==> src/rtl/arb_mux_rtl.sv <==
// Registered N-input round-robin multiplexer with val/rdy handshakes on both sides.
// Define ARB_MUX_LOCK_EN to hold the grant on one channel until its in_last beat.
module arb_mux_rtl #(
    parameter int p_nbits = 32,
    parameter int p_nreqs = 4
) (
    input  logic                           clk,
    input  logic                           rst,
    input  logic [p_nreqs-1:0]             in_val,
    output logic [p_nreqs-1:0]             in_rdy,
    input  logic [p_nreqs*p_nbits-1:0]     in_data,
    input  logic [p_nreqs-1:0]             in_last,
    output logic                           out_val,
    input  logic                           out_rdy,
    output logic [p_nbits-1:0]             out_data,
    output logic [$clog2(p_nreqs)-1:0]     out_sel
);

    localparam int SW = $clog2(p_nreqs);
    localparam logic [SW-1:0] LAST_IDX = SW'(p_nreqs - 1);

    // Arbitration states, encoded directly in lock_val.
    localparam logic [0:0] ST_IDLE_RR = 1'b0;
    localparam logic [0:0] ST_LOCKED  = 1'b1;

    logic [SW-1:0]      ptr;
    logic [SW-1:0]      rr_gnt;
    logic [SW-1:0]      gnt;
    logic [SW-1:0]      next_ptr;
    logic               gnt_val;
    logic               can_acc;
    logic               xfer;
    logic               adv;
    logic [p_nbits-1:0] chan_data [p_nreqs];

    // First valid channel at or after start, wrapping by explicit compare so
    // that non-power-of-two channel counts never produce an out-of-range index.
    function automatic logic [SW-1:0] rr_pick(input logic [p_nreqs-1:0] val,
                                              input logic [SW-1:0]     start);
        logic [SW-1:0] idx;
        logic [SW-1:0] pick;
        logic          found;
        idx   = start;
        pick  = start;
        found = 1'b0;
        for (int k = 0; k < p_nreqs; k++) begin
            if (!found && val[idx]) begin
                pick  = idx;
                found = 1'b1;
            end
            idx = (idx == LAST_IDX) ? '0 : idx + 1'b1;
        end
        return pick;
    endfunction

    always_comb begin
        for (int i = 0; i < p_nreqs; i++) begin
            chan_data[i] = in_data[i*p_nbits +: p_nbits];
        end
    end

    assign can_acc = !out_val | out_rdy;
    assign rr_gnt  = rr_pick(in_val, ptr);

`ifdef ARB_MUX_LOCK_EN
    logic [0:0]    lock_val;
    logic [SW-1:0] lock_idx;

    always_comb begin
        gnt     = rr_gnt;
        gnt_val = |in_val;
        if (lock_val == ST_LOCKED) begin
            gnt     = lock_idx;
            gnt_val = in_val[lock_idx];
        end
    end

    // The pointer only moves once a packet is complete.
    assign adv = xfer & in_last[gnt];

    always_ff @(posedge clk or posedge rst) begin
        if (rst) begin
            lock_val <= ST_IDLE_RR;
            lock_idx <= '0;
        end else if (xfer) begin
            lock_val <= in_last[gnt] ? ST_IDLE_RR : ST_LOCKED;
            lock_idx <= gnt;
        end
    end
`else
    logic unused_last;

    always_comb begin
        gnt     = rr_gnt;
        gnt_val = |in_val;
    end

    assign adv         = xfer;
    assign unused_last = ^in_last;
`endif

    assign xfer     = can_acc & gnt_val;
    assign next_ptr = (gnt == LAST_IDX) ? '0 : gnt + 1'b1;

    // NOTE: in_rdy gets its all-zero default before the conditional bit set so no latch is inferred.
    always_comb begin
        in_rdy = '0;
        if (xfer) begin
            in_rdy[gnt] = 1'b1;
        end
    end

    always_ff @(posedge clk or posedge rst) begin
        if (rst) begin
            out_val  <= 1'b0;
            out_data <= '0;
            out_sel  <= '0;
            ptr      <= '0;
        end else begin
            if (xfer) begin
                out_val  <= 1'b1;
                out_data <= chan_data[gnt];
                out_sel  <= gnt;
            end else if (out_rdy) begin
                out_val  <= 1'b0;
            end
            if (adv) begin
                ptr <= next_ptr;
            end
        end
    end

endmodule

==> config.mk <==
export PLATFORM = sky130hd
export DESIGN_NAME = arb_mux_rtl
export DESIGN_NICKNAME = d
export VERILOG_FILES = /design/src/rtl/arb_mux_rtl.sv
export SDC_FILE = /design/constraint.sdc
export NUM_CORES = 1
export LEC_CHECK = 0
export CAP_MARGIN = 10
export CORE_UTILIZATION = 40
export DETAILED_ROUTE_END_ITERATION = 10
export GPL_ROUTABILITY_DRIVEN = 0
export PLACE_DENSITY = 0.88
export RECOVER_POWER = 100
export SLEW_MARGIN = 20
export SYNTH_ARGS = -nofsm -noshare
export SYNTH_HDL_FRONTEND = slang
export SYNTH_SLANG_ARGS = --single-unit
==> constraint.sdc <==
create_clock -name clk -period 6 [get_ports clk]
set_input_delay 1.2 -clock clk [delete_from_list [all_inputs] [get_ports clk]]
set_output_delay 1.2 -clock clk [all_outputs]
set_load 0.005 [all_outputs]
==> flow_metrics.tcl, run 1 <==
set metrics [dict create \
    outcome "finished, violations left" \
    violations "max-capacitance violations, max-slew violations" \
    sw_frac_of_total 0.426 \
    p_seq_frac 0.193 \
    syn_nets 396 \
    rows 30 \
    postRouteWirelength_um 8650 \
    die_width_um 86.5 \
    arrival_ns 4.24 \
    setup_viol 0 \
    cp_max_fo 9 \
    cts.htree.levels 2 \
    crit_type "in2out" \
    worst_slew_pin_slew_ns 2.10 \
    grt_use_total 0.233 \
    clock_sinks 37 \
    wire_per_inst_um 16.8 \
    critPathSlowestCell "a211oi_1" \
    final_area_um2 4660 \
    setup_tns_ns 0 \
    drt-pass1-iter-count 4 \
    synth_edf_count 0 \
    min_path_type "reg2reg" \
    viasPerCell 5.33 \
    ant_nets 0 \
    wl_met1_um 3310 \
    ios 178 \
    worstPathRequired_ns 4.80 \
    placed_cell_area_um2 4570 \
    ys_seq_area_frac 0.324 \
    wl_met3_um 712 \
    drt_iter0_drc 212 \
    syn_area_per_cell_um2 11.2 \
    coreArea_um2 6830 \
    powerDensity_nw_per_um2 495 \
    p_clk_frac 0.099 \
    die_y_um 86.5 \
    p_int_mw 1.32 \
    ys_ff_latch 37 \
    p_switching_mw 0.983 \
    syn-instance-count 256 \
    portBuffers 173 \
    nets 558 \
    routed-wl-met2_um 4480 \
    timing.final.hold_violations 0 \
    area_growth_pct 63.3 \
    fin_crit_sh 0.907 \
    p_comb_frac 0.708 \
    cts_tree "yes" \
    critPathLaunchType "input port" \
    cts_resized 0 \
    rsz0062_at_grt "false" \
    n_antenna_cell 0 \
    netlist_area_um2 2860 \
    power.static_leakage_nw 1.93 \
    maxCapViolations 1 \
    yosysWarnings 0 \
    hpwlAfterDp_um 6570 \
    n_fill_cell 542 \
    max-vdd-ir-drop_uv 331 \
    ys_async_sr_fraction 1.00 \
    drc_errors 0 \
    synth_flop_cell "dfrtp_1" \
    cts_setup_buffers 0 \
    clock.fmax_mhz 184 \
    endpoint_kind "output pin" \
    ys_types 43 \
    cts_hold_buf 0 \
    drive_above_1_share 0.129 \
    top_layer_used "met4" \
    antenna_found_initial 0 \
    vias 2747 \
    grt_pass1_wl_um 13500 \
    grt_overflow 0 \
    max_slew_margin -0.402 \
    die_area_um2 7480 \
    grt_max_degree 66 \
    cp_cell_sequence "dlygate4sd3_1 > mux4_2 > a21oi_1 > a21oi_1 > a211oi_1 > nand2_1 > nor2_1 > clkdlybuf4s50_1" \
    max-clock-path-buffers 2 \
    grt_pass1_vias 2738 \
    finalCriticalPeriod_ns 5.44 \
    report.final.slew_viol_count 38 \
    cts_buffers 5 \
    start_util 0.418 \
    fin_skew_ns 0.0146 \
    root_buffer "clkbuf_8" \
    clock_latency_ns 0.29 \
    crit_top_cell "a21oi_1" \
    critical_path.max_stage_delay_ns 0.67 \
    clkTransAtPathRegs_ns 0.08 \
]
[through the flow]
stage / total power [mW] / setup slack, ns / utilization / hold WS [ns] / std cells
final: 2.31 / 0.561 / 0.682 / 0.472 / 515
after global routing: 2.47 / 0.398 / 0.682 / 0.484 / 515
after CTS: 2.41 / 0.868 / 0.686 / 0.482 / 515
after detailed placement: 2.17 / 0.949 / 0.668 / 0.463 / 507
after global placement: 2.12 / 1.04 / 0.668 / 0.459 / 507
after floorplan: 1.72 / 1.90 / - / 0.470 / 256
[logic make-up after synthesis]
kind of cell / after synthesis / share of synthesized area
adders and majority gates: 1 / 0.00438
DFF: 37 / 0.324
buffers and inverters: 28 / 0.0701
muxes: 70 / 0.252
AOI/OAI and AO/OA: 57 / 0.243
and+or+nand+nor: 63 / 0.106
[area by class of cell]
cell class / count / area (um2) / share of cell area
Timing Repair Buffer: 177 / 1760 / 0.377
Multi-Input combinational cell: 191 / 1720 / 0.369
Sequential cell: 37 / 926 / 0.199
Tap cell: 96 / 120 / 0.0258
Clock buffer: 7 / 86.3 / 0.0185
Clock inverter: 1 / 30.0 / 0.00644
Inverter: 6 / 22.5 / 0.00483
[synth_stat cells (3+ instances only)]
master,instances,area share
clkbuf_1,4,0.0053
clkbuf_4,3,0.0079
dfrtp_1,37,0.32
nor3_1,3,0.0053
a21o_1,3,0.0079
mux2_2,4,0.016
o221ai_2,30,0.16
nor2_1,5,0.0066
nor2b_1,3,0.0066
mux2i_1,65,0.23
buf_2,4,0.0070
buf_6,6,0.024
inv_1,6,0.0079
a21oi_1,6,0.011
buf_4,3,0.0079
nand2_1,41,0.054
[layout by cell type, fill, tap and decap left out, drive strengths merged, types with 2 or more instances in the layout]
cell type / Yosys / routed
clkdlybuf4s50: 0 / 135
nor2b: 3 / 3
or2: 2 / 2
nor4b: 2 / 2
nor2: 5 / 5
dfrtp: 37 / 37
or3b: 2 / 2
mux2: 4 / 4
a21o: 3 / 3
nand3: 2 / 2
nand2: 41 / 41
dlygate4sd3: 0 / 38
buf: 15 / 3
a21oi: 6 / 6
a211o: 2 / 2
o221ai: 32 / 32
a211oi: 2 / 2
clkbuf: 7 / 8
nor3: 4 / 4
o21ai: 3 / 3
mux2i: 65 / 65
a21boi: 2 / 2
inv: 6 / 6
[sequential cells by signal, indices dropped and copies added (netlist names)]
name and flops:
out_val 1, out_data 32, ptr 2, out_sel 2
[worst max-delay path: cells and delay by family]
kind,cells,cell delay [ns]
and+or+nand+nor,2,0.39
muxes,1,0.60
AOI/OAI and AO/OA,3,0.88
buffers and inverters,2,1.17
[power groups by stage]
stage	combinational, mW	sequential, mW	clock (mW)
5_1_grt	1.77	0.463	0.243
3_3_place_gp	1.67	0.448	0
2_1_floorplan	1.27	0.452	0
3_5_place_dp	1.71	0.454	0
6_report	1.63	0.446	0.228
4_1_cts	1.72	0.452	0.235
[final timing paths]
path	start	to	slack, ns	cells past startpoint
setup / recovery	in_val[2]	in_rdy[3]	0.56	8
hold / removal	out_sel[1]	out_sel[1]	0.47	2
setup reg to reg	ptr[0]	out_data[4]	2.01	8
hold reg to reg	out_sel[1]	out_sel[1]	0.47	2
max in group asynchronous	rst	out_data[4]	2.66	3
min in group asynchronous	rst	out_data[23]	2.12	3
[routing by layer]
metal | vias to the layer above | GRT usage
li1 | 1304 | -
met1 | 1303 | 0.255
met2 | 128 | 0.436
met3 | 12 | 0.0581
met4 | 0 | 0.0833
met5 | - | 0
Power figures use the tool's default switching activity.
==> run 2, diff against run 1 <==
- REMOVE_ABC_BUFFERS: default -> 1
==> run 2 against run 1 <==
  * The flow still finishes with violations (max-capacitance violations, max-slew violations)
  * Critical path depth stayed put
  * Critical path type unchanged
  * Sequential cell count unchanged
  * Die area is the same
  * Clock power shrank 26%
  * Largest power group unchanged
  * Utilization fell by 0.66 points
  * Final area decreased by 0.97%
==> flow_metrics.tcl, run 2 (synthesized netlist as in run 1, its figures left out) <==
set metrics [dict create \
    critPathSlowestCell "dlygate4sd3_1" \
    arrival_ns 4.19 \
    vias 2742 \
    nets 558 \
    largest_reg_flops 32 \
    final_common_cell "clkdlybuf4s50_1" \
    cts_setup_buffers 0 \
    placed_cell_area_um2 4570 \
    postRouteWirelength_um 8350 \
    endpoint_kind "output pin" \
    die_area_um2 7480 \
    coreArea_um2 6830 \
    power.static_leakage_nw 1.91 \
    cts_buffers 5 \
    drc_errors 0 \
    area_growth_pct 61.7 \
    fin_crit_sh 0.898 \
    rsz0062_at_grt "false" \
    drt_iter0_drc 92 \
    max-vdd-ir-drop_uv 375 \
    worst_slew_pin_slew_ns 2.08 \
    cts_tree "yes" \
    final_area_um2 4620 \
    portBuffers 173 \
    start_util 0.418 \
    min_path_cells 2 \
    wire_per_inst_um 16.2 \
    max_slew_margin -0.388 \
    ios 178 \
    root_buffer "clkbuf_8" \
    clock_latency_ns 0.28 \
    reg2reg_from "ptr[0]" \
    reg_top3 "out_data: 32 flops, out_sel: 2 flops, ptr: 2 flops" \
    grt_pass1_vias 2925 \
    grt_overflow 0 \
    grt_pass1_wl_um 13500 \
    clkTransAtPathRegs_ns 0.07 \
    die_y_um 86.5 \
    report.final.slew_viol_count 134 \
    antenna_found_initial 0 \
    powerDensity_nw_per_um2 496 \
    maxCapViolations 3 \
    violations "max-capacitance violations, max-slew violations" \
    hpwlAfterDp_um 6470 \
    clock_sinks 37 \
    drive_above_1_share 0.122 \
    min_path_type "reg2reg" \
    crit_type "in2out" \
    cts_resized 0 \
    critical_path.top_delay_family "buffers and inverters" \
    die_width_um 86.5 \
    worst-path-buf-inv 2 \
    grt_use_total 0.230 \
    final_cell_mix "clkdlybuf4s50_1 (133), mux2i_1 (65), nand2_1 (41)" \
    clock.fmax_mhz 186 \
    timing.final.hold_violations 0 \
    hold-path-endpoint "out_sel[1]" \
    hp-start "out_sel[1]" \
    setup_viol 0 \
    drt-pass1-iter-count 4 \
    post-route-util 0.676 \
    outcome "finished, violations left" \
    critical_path.max_stage_delay_ns 0.66 \
    rows 30 \
    n_antenna_cell 0 \
    max-clock-path-buffers 2 \
    reg2reg_depth 8 \
    finalCriticalPeriod_ns 5.39 \
    cts_hold_buf 0 \
    fin_skew_ns 0.00724 \
    cp_max_fo 9 \
    cts.htree.levels 2 \
    grt_max_degree 63 \
    n_fill_cell 575 \
    cp_cell_sequence "dlygate4sd3_1 > mux4_2 > a21oi_1 > a21oi_1 > a211oi_4 > nand2_1 > nor2_1 > dlygate4sd3_1" \
    rrSetupSlack_ns 1.45 \
    r2r-end "out_data[11]" \
    viasPerCell 5.32 \
    ant_nets 0 \
    top_register "out_data" \
    critPathLaunchType "input port" \
    worstPathRequired_ns 4.80 \
]
## run 2: cell count changes in the layout (fill, tap and decap cells not counted), sizes merged
| cell | delta |
|---|---|
| dlygate4sd3 | +2 |
| clkbuf | +2 |
| clkdlybuf4s50 | -2 |
| buf | -1 |
| bufinv | -1 |
## run 2: through the flow
step                setup TNS, ns  std cells  hold WS, ns  setup slack, ns  power, mW
global placement                0        507        0.460            0.875       2.12
floorplan                  -24.67        234        0.471            -1.69       1.70
CTS                             0        515        0.484            0.735       2.34
finish                          0        515        0.481            0.610       2.29
global route                    0        515        0.516            0.466       2.46
detailed placement              0        507        0.466            0.743       2.17
## run 2: layer usage
metal,wire length [um],track usage
met5,0,0
met4,152,0.0606
met3,550,0.0571
met1,3100,0.258
met2,4550,0.434
## run 2: worst max-delay path by stage
stage,from,endpoint,cells after the start
after floorplan,in_val[3],in_rdy[1],6
after global placement,in_val[2],in_rdy[1],8
after detailed placement,in_val[2],in_rdy[1],8
after CTS,in_val[2],in_rdy[1],8
after global routing,in_val[2],in_rdy[1],8
final,in_val[2],in_rdy[1],8
## run 2: final cells by class
type,instances,area [um2],area share
clock buffers,8,80.1,0.0173
inverters,6,22.5,0.00488
multi-input cells,191,1710,0.371
flip-flops and latches,37,926,0.201
well taps,96,120,0.0260
repair buffers,177,1760,0.380
## run 2: worst min-delay path, delay by kind of cell (launching register included)
family,cells,cell delay [ns]
flops,1,0.34
simple gates,2,0.10
## run 2: power breakdown
| part | total (mW) | internal (mW) | switching (mW) | leakage, nW |
|---|---|---|---|---|
| clock | 0.168 | 0.0826 | 0.0849 | 0.0395 |
| sequential | 0.450 | 0.378 | 0.0729 | 0.449 |
| combinational | 1.67 | 0.852 | 0.819 | 1.42 |
==> patch 1: new RTL, flow settings as in run 2 <==
The parameter `p_nbits` goes from 32 to 48.
--- a/src/rtl/arb_mux_rtl.sv
+++ b/src/rtl/arb_mux_rtl.sv
@@ -2,5 +2,5 @@
 // Define ARB_MUX_LOCK_EN to hold the grant on one channel until its in_last beat.
 module arb_mux_rtl #(
-    parameter int p_nbits = 32,
+    parameter int p_nbits = 48,
     parameter int p_nreqs = 4
 ) (
Ports: changed (resized in_data and out_data); port bits go from 178 to 258. The function was not compared with the original's and may differ.
==> patch 1 against run 2 <==
- the run ends with design-rule violations, max-capacitance violations, max-slew violations left
- setup slack got worse by 0.080 ns
- sequential cell count up 16
- wire length increased by 43%
- final cell count is 34% higher
- area after synthesis increased by 30%
- count of clock-buffer cells in the layout fell by 1
- hold slack lost 0.0019 ns
- clock skew fell by 0.00098 ns
- synthesized cell count grew 35%
- design area up 37%
- global-route usage increased by 1.5 points
- power grew 31%
- sequential power is 42% higher
- core utilization increased by 3.6 points
- critical path type unchanged
- critical endpoint is now in_rdy[3]
==> patch 1: results (changes against run 2) <==
[timing]
clock_skew_ns = 0.00627  ; -0.000977 ns
slew_viol_final = 104  ; -22%

[synth]
synthAdderAreaFrac_pct = 0.337  ; -0.10 points
yosys-top-cells-count = mux2i_1, nand2_1, dfrtp_1
synth_cell_types = 41  ; -4.7%
muxShareOfSynthArea_pct = 28.0  ; +2.9 points
seq_area_frac_synth_pct = 35.8  ; +3.3 points

[placed_design]
placed_area_um2 = 6230  ; +36%
pre_cts_ws_ns = 0.615  ; -0.128 ns

[run]
maxCapViolCount = 2  ; -1

[drt]
via_per_inst = 5.46  ; +2.5%
wl_per_cell_um = 17.4  ; +7.3%
drcViolationCount = 12  ; +12
drt_iter0_drc = 122  ; +33%
drt_pass1_iterations = 7  ; +3

[clock_tree]
clock_latency_ns = 0.30  ; +0.02 ns
clk_pin_slew_ns = 0.09  ; +0.02 ns

[cells_and_area]
reg_top3 = out_data: 48 flops, out_sel: 2 flops, ptr: 2 flops
fillers = 676  ; +18%
fin_nets = 783  ; +40%

[grt]
first_global_vias = 3918  ; +34%

[pwr]
ir_drop_uv = 370  ; -1.4%

[status]
failed_checks = design-rule violations, max-capacitance violations, max-slew violations
status = complete, but fails checks

[setup_path]
cp.arrival_ns = 4.27  ; +0.08 ns

-- patch 1: area by class of cell --
type / instances / area share, %
flip-flops and latches: 53 / 21.0
well taps: 108 / 2.14
multi-input cells: 255 / 33.9
repair buffers: 258 / 40.7
clock inverters: 1 / 0.476
clock buffers: 7 / 1.37
inverters: 6 / 0.377
-- patch 1: path summary, 6_finish.rpt --
check | depth (start not counted) | from | to | slack (ns)
worst max-delay path | 8 | in_val[3] | in_rdy[3] | 0.53
worst min-delay path | 2 | out_sel[1]$_DFFE_PP0P_ | out_sel[1]$_DFFE_PP0P_ | 0.48
worst max register to register | 8 | ptr[0]$_DFFE_PP0P_ | out_data[25]$_DFFE_PP0P_ | 1.05
worst min register to register | 2 | out_sel[1]$_DFFE_PP0P_ | out_sel[1]$_DFFE_PP0P_ | 0.48
max in group asynchronous | 2 | rst | out_data[0]$_DFFE_PP0P_ | 2.91
min in group asynchronous | 2 | rst | out_data[30]$_DFFE_PP0P_ | 2.00
-- patch 1: routing by layer --
| metal | share of wire [%] | routed length, um | global-route usage, % |
|---|---|---|---|
| met2 | 53 | 6380 | 46.8 |
| met3 | 6.2 | 742 | 4.80 |
| met5 | 0 | 0 | 0 |
| met4 | 1.4 | 167 | 5.40 |
| met1 | 39 | 4690 | 28.1 |
-- patch 1: cells by family after synthesis --
family / count (synthesis)
multiplexers: 102
AND/OR/NAND/NOR: 79
AO/OA/AOI/OAI: 73
flip-flops: 53
buffers and inverters: 37
adder cells (fa/ha/maj): 1
-- patch 1: power by group --
part           total, uW  internal, uW  switching [uW]
clock network        253           136             117
logic               2100          1060            1040
registers            641           543            97.6
-- patch 1: worst max-delay path, cell delays in order --
cell and delay [ns]:
dlygate4sd3_1 0.65, mux4_2 0.61, a21oi_1 0.16, a21oi_1 0.09, a211oi_4 0.61, nand2_1 0.24
nor2_1 0.13, dlygate4sd3_1 0.57
-- patch 1: stage by stage --
stage | hold slack (ns) | total power [uW] | cells | utilization [%] | TNS, ns
after floorplan | 0.471 | 2040 | 314 | - | -136.94
after global routing | 0.505 | 3190 | 688 | 71.2 | 0
after CTS | 0.495 | 3110 | 688 | 71.7 | 0
final | 0.479 | 2990 | 688 | 71.2 | 0
after detailed placement | 0.472 | 2850 | 680 | 70.4 | 0
after global placement | 0.461 | 2780 | 680 | 70.4 | 0
==> patch 2: new RTL, settings of run 2 <==
Without the edit above. Add a define of `ARB_MUX_LOCK_EN`.
--- a/src/rtl/arb_mux_rtl.sv
+++ b/src/rtl/arb_mux_rtl.sv
@@ -1,4 +1,6 @@
 // Registered N-input round-robin multiplexer with val/rdy handshakes on both sides.
 // Define ARB_MUX_LOCK_EN to hold the grant on one channel until its in_last beat.
+`define ARB_MUX_LOCK_EN
+
 module arb_mux_rtl #(
     parameter int p_nbits = 32,
Check against the original RTL: not equivalent (Yosys sat finds a counterexample within 4 cycles, from zero or initial values and one cycle with rst high).
==> patch 2 against run 2 <==
- the run still ends with max-capacitance violations, max-slew violations left
- area after synthesis rose by 2.8%
- design area fell by 1.3%
- sequential cell count rose by 1
- wire length rose by 1.2%
- clock skew fell by 0.0031 ns
- synthesized cell count rose by 2.3%
- count of clock-buffer cells in the layout fell by 2
- power fell by 4.3%
- setup slack got worse by 0.049 ns
- largest cell class unchanged
==> patch 2: results (changes against run 2) <==
[status]
status = complete, but fails checks
failed_checks = max-capacitance violations, max-slew violations

[pwr]
switching_share_pct = 42.1  ; -0.59 points
p_per_area_nw_per_um2 = 481  ; -3.0%
seq-power_uw = 482  ; +7.1%
leakage_uw = 0.00187  ; -2.4%
comb-power_uw = 1520  ; -9%
ir_drop_uv = 235  ; -37%

[setup_path]
cpPeakStageDelay_ns = 0.75  ; +0.09 ns
cp-endpoint = in_rdy[2]
cp_max_fo = 11  ; +2
regToRegEndpoint = ptr[0]$_DFFE_PP0P_
reg2reg_depth = 10  ; +2
reg2reg_slack_ns = 1.75  ; +0.30 ns

[placed_design]
io_buffers = 177  ; +2.3%
placed_area_um2 = 4640  ; +1.7%
placed_cells = 512  ; +0.99%
dpl.hpwl_um = 6540  ; +1.2%

[timing]
timing.hold.ws_ns = 0.563  ; +0.0823 ns
fin_crit_sh_pct = 90.6  ; +0.81 points
slew_viol_final = 39  ; -71%
tightest_slew_ns = 2.08  ; -0.00661 ns

[drt]
wl_per_cell_um = 16.3  ; +0.25%
drt_iter0_drc = 63  ; -32%

[grt]
grt_use_total_pct = 22.8  ; -0.28 points
first_global_vias = 2834  ; -3.1%
grt_max_degree = 39  ; -38%
grt_first_pass_wirelength_um = 13400  ; -1.1%

[cells_and_area]
fin_nets = 567  ; +1.6%
layout-drive-gt1-share_pct = 5.19  ; -7.0 points
fillers = 567  ; -1.4%
instances_no_fill = 520  ; +0.97%

[min_path]
holdCritStartpoint = out_data[15]$_DFFE_PP0P_
holdPathEnd = out_data[15]$_DFFE_PP0P_

[synth]
synth_compound_area_share_pct = 22.3  ; -2.0 points
seq_area_frac_synth_pct = 32.4  ; about the same
muxShareOfSynthArea_pct = 26.0  ; +0.89 points
yosys-top-cells-count = mux2i_1, dfrtp_1, nor2_1

[run]
maxCapViolCount = 1  ; -2

==> patch 2: cell types whose count changed after synthesis, moves of 4 or more <==
cell,change
o221ai_2,-30
buf_4,+5
nor2_1,+30
ha_1,+4
a221oi_2,+29
and3_1,+4
nand2_1,-38
==> patch 2: worst max-delay path: cells and delay by family <==
kind | cells | cell delay, ns
buf+inv | 3 | 1.45
compound gates | 2 | 0.91
simple gates | 2 | 0.32
fa+ha+maj | 1 | 0.22
mux | 1 | 0.12
==> patch 2: area by class of cell <==
type	instances	area, um^2	area share [%]
clock inverter	2	12.5	0.275
multi-input combinational	192	1580	34.6
sequential	38	951	20.9
timing repair buffer	181	1800	39.4
clock buffer	6	82.6	1.81
tap	96	120	2.64
inverter	5	18.8	0.412
==> patch 2: metal layers <==
layer | vias up | global-route usage, % | share of wire, %
li1 | 1310 | - | -
met1 | 1327 | 25.9 | 38
met2 | 140 | 41.5 | 53
met3 | 16 | 5.37 | 7.5
met4 | 0 | 8.35 | 2.1
met5 | - | 0 | 0
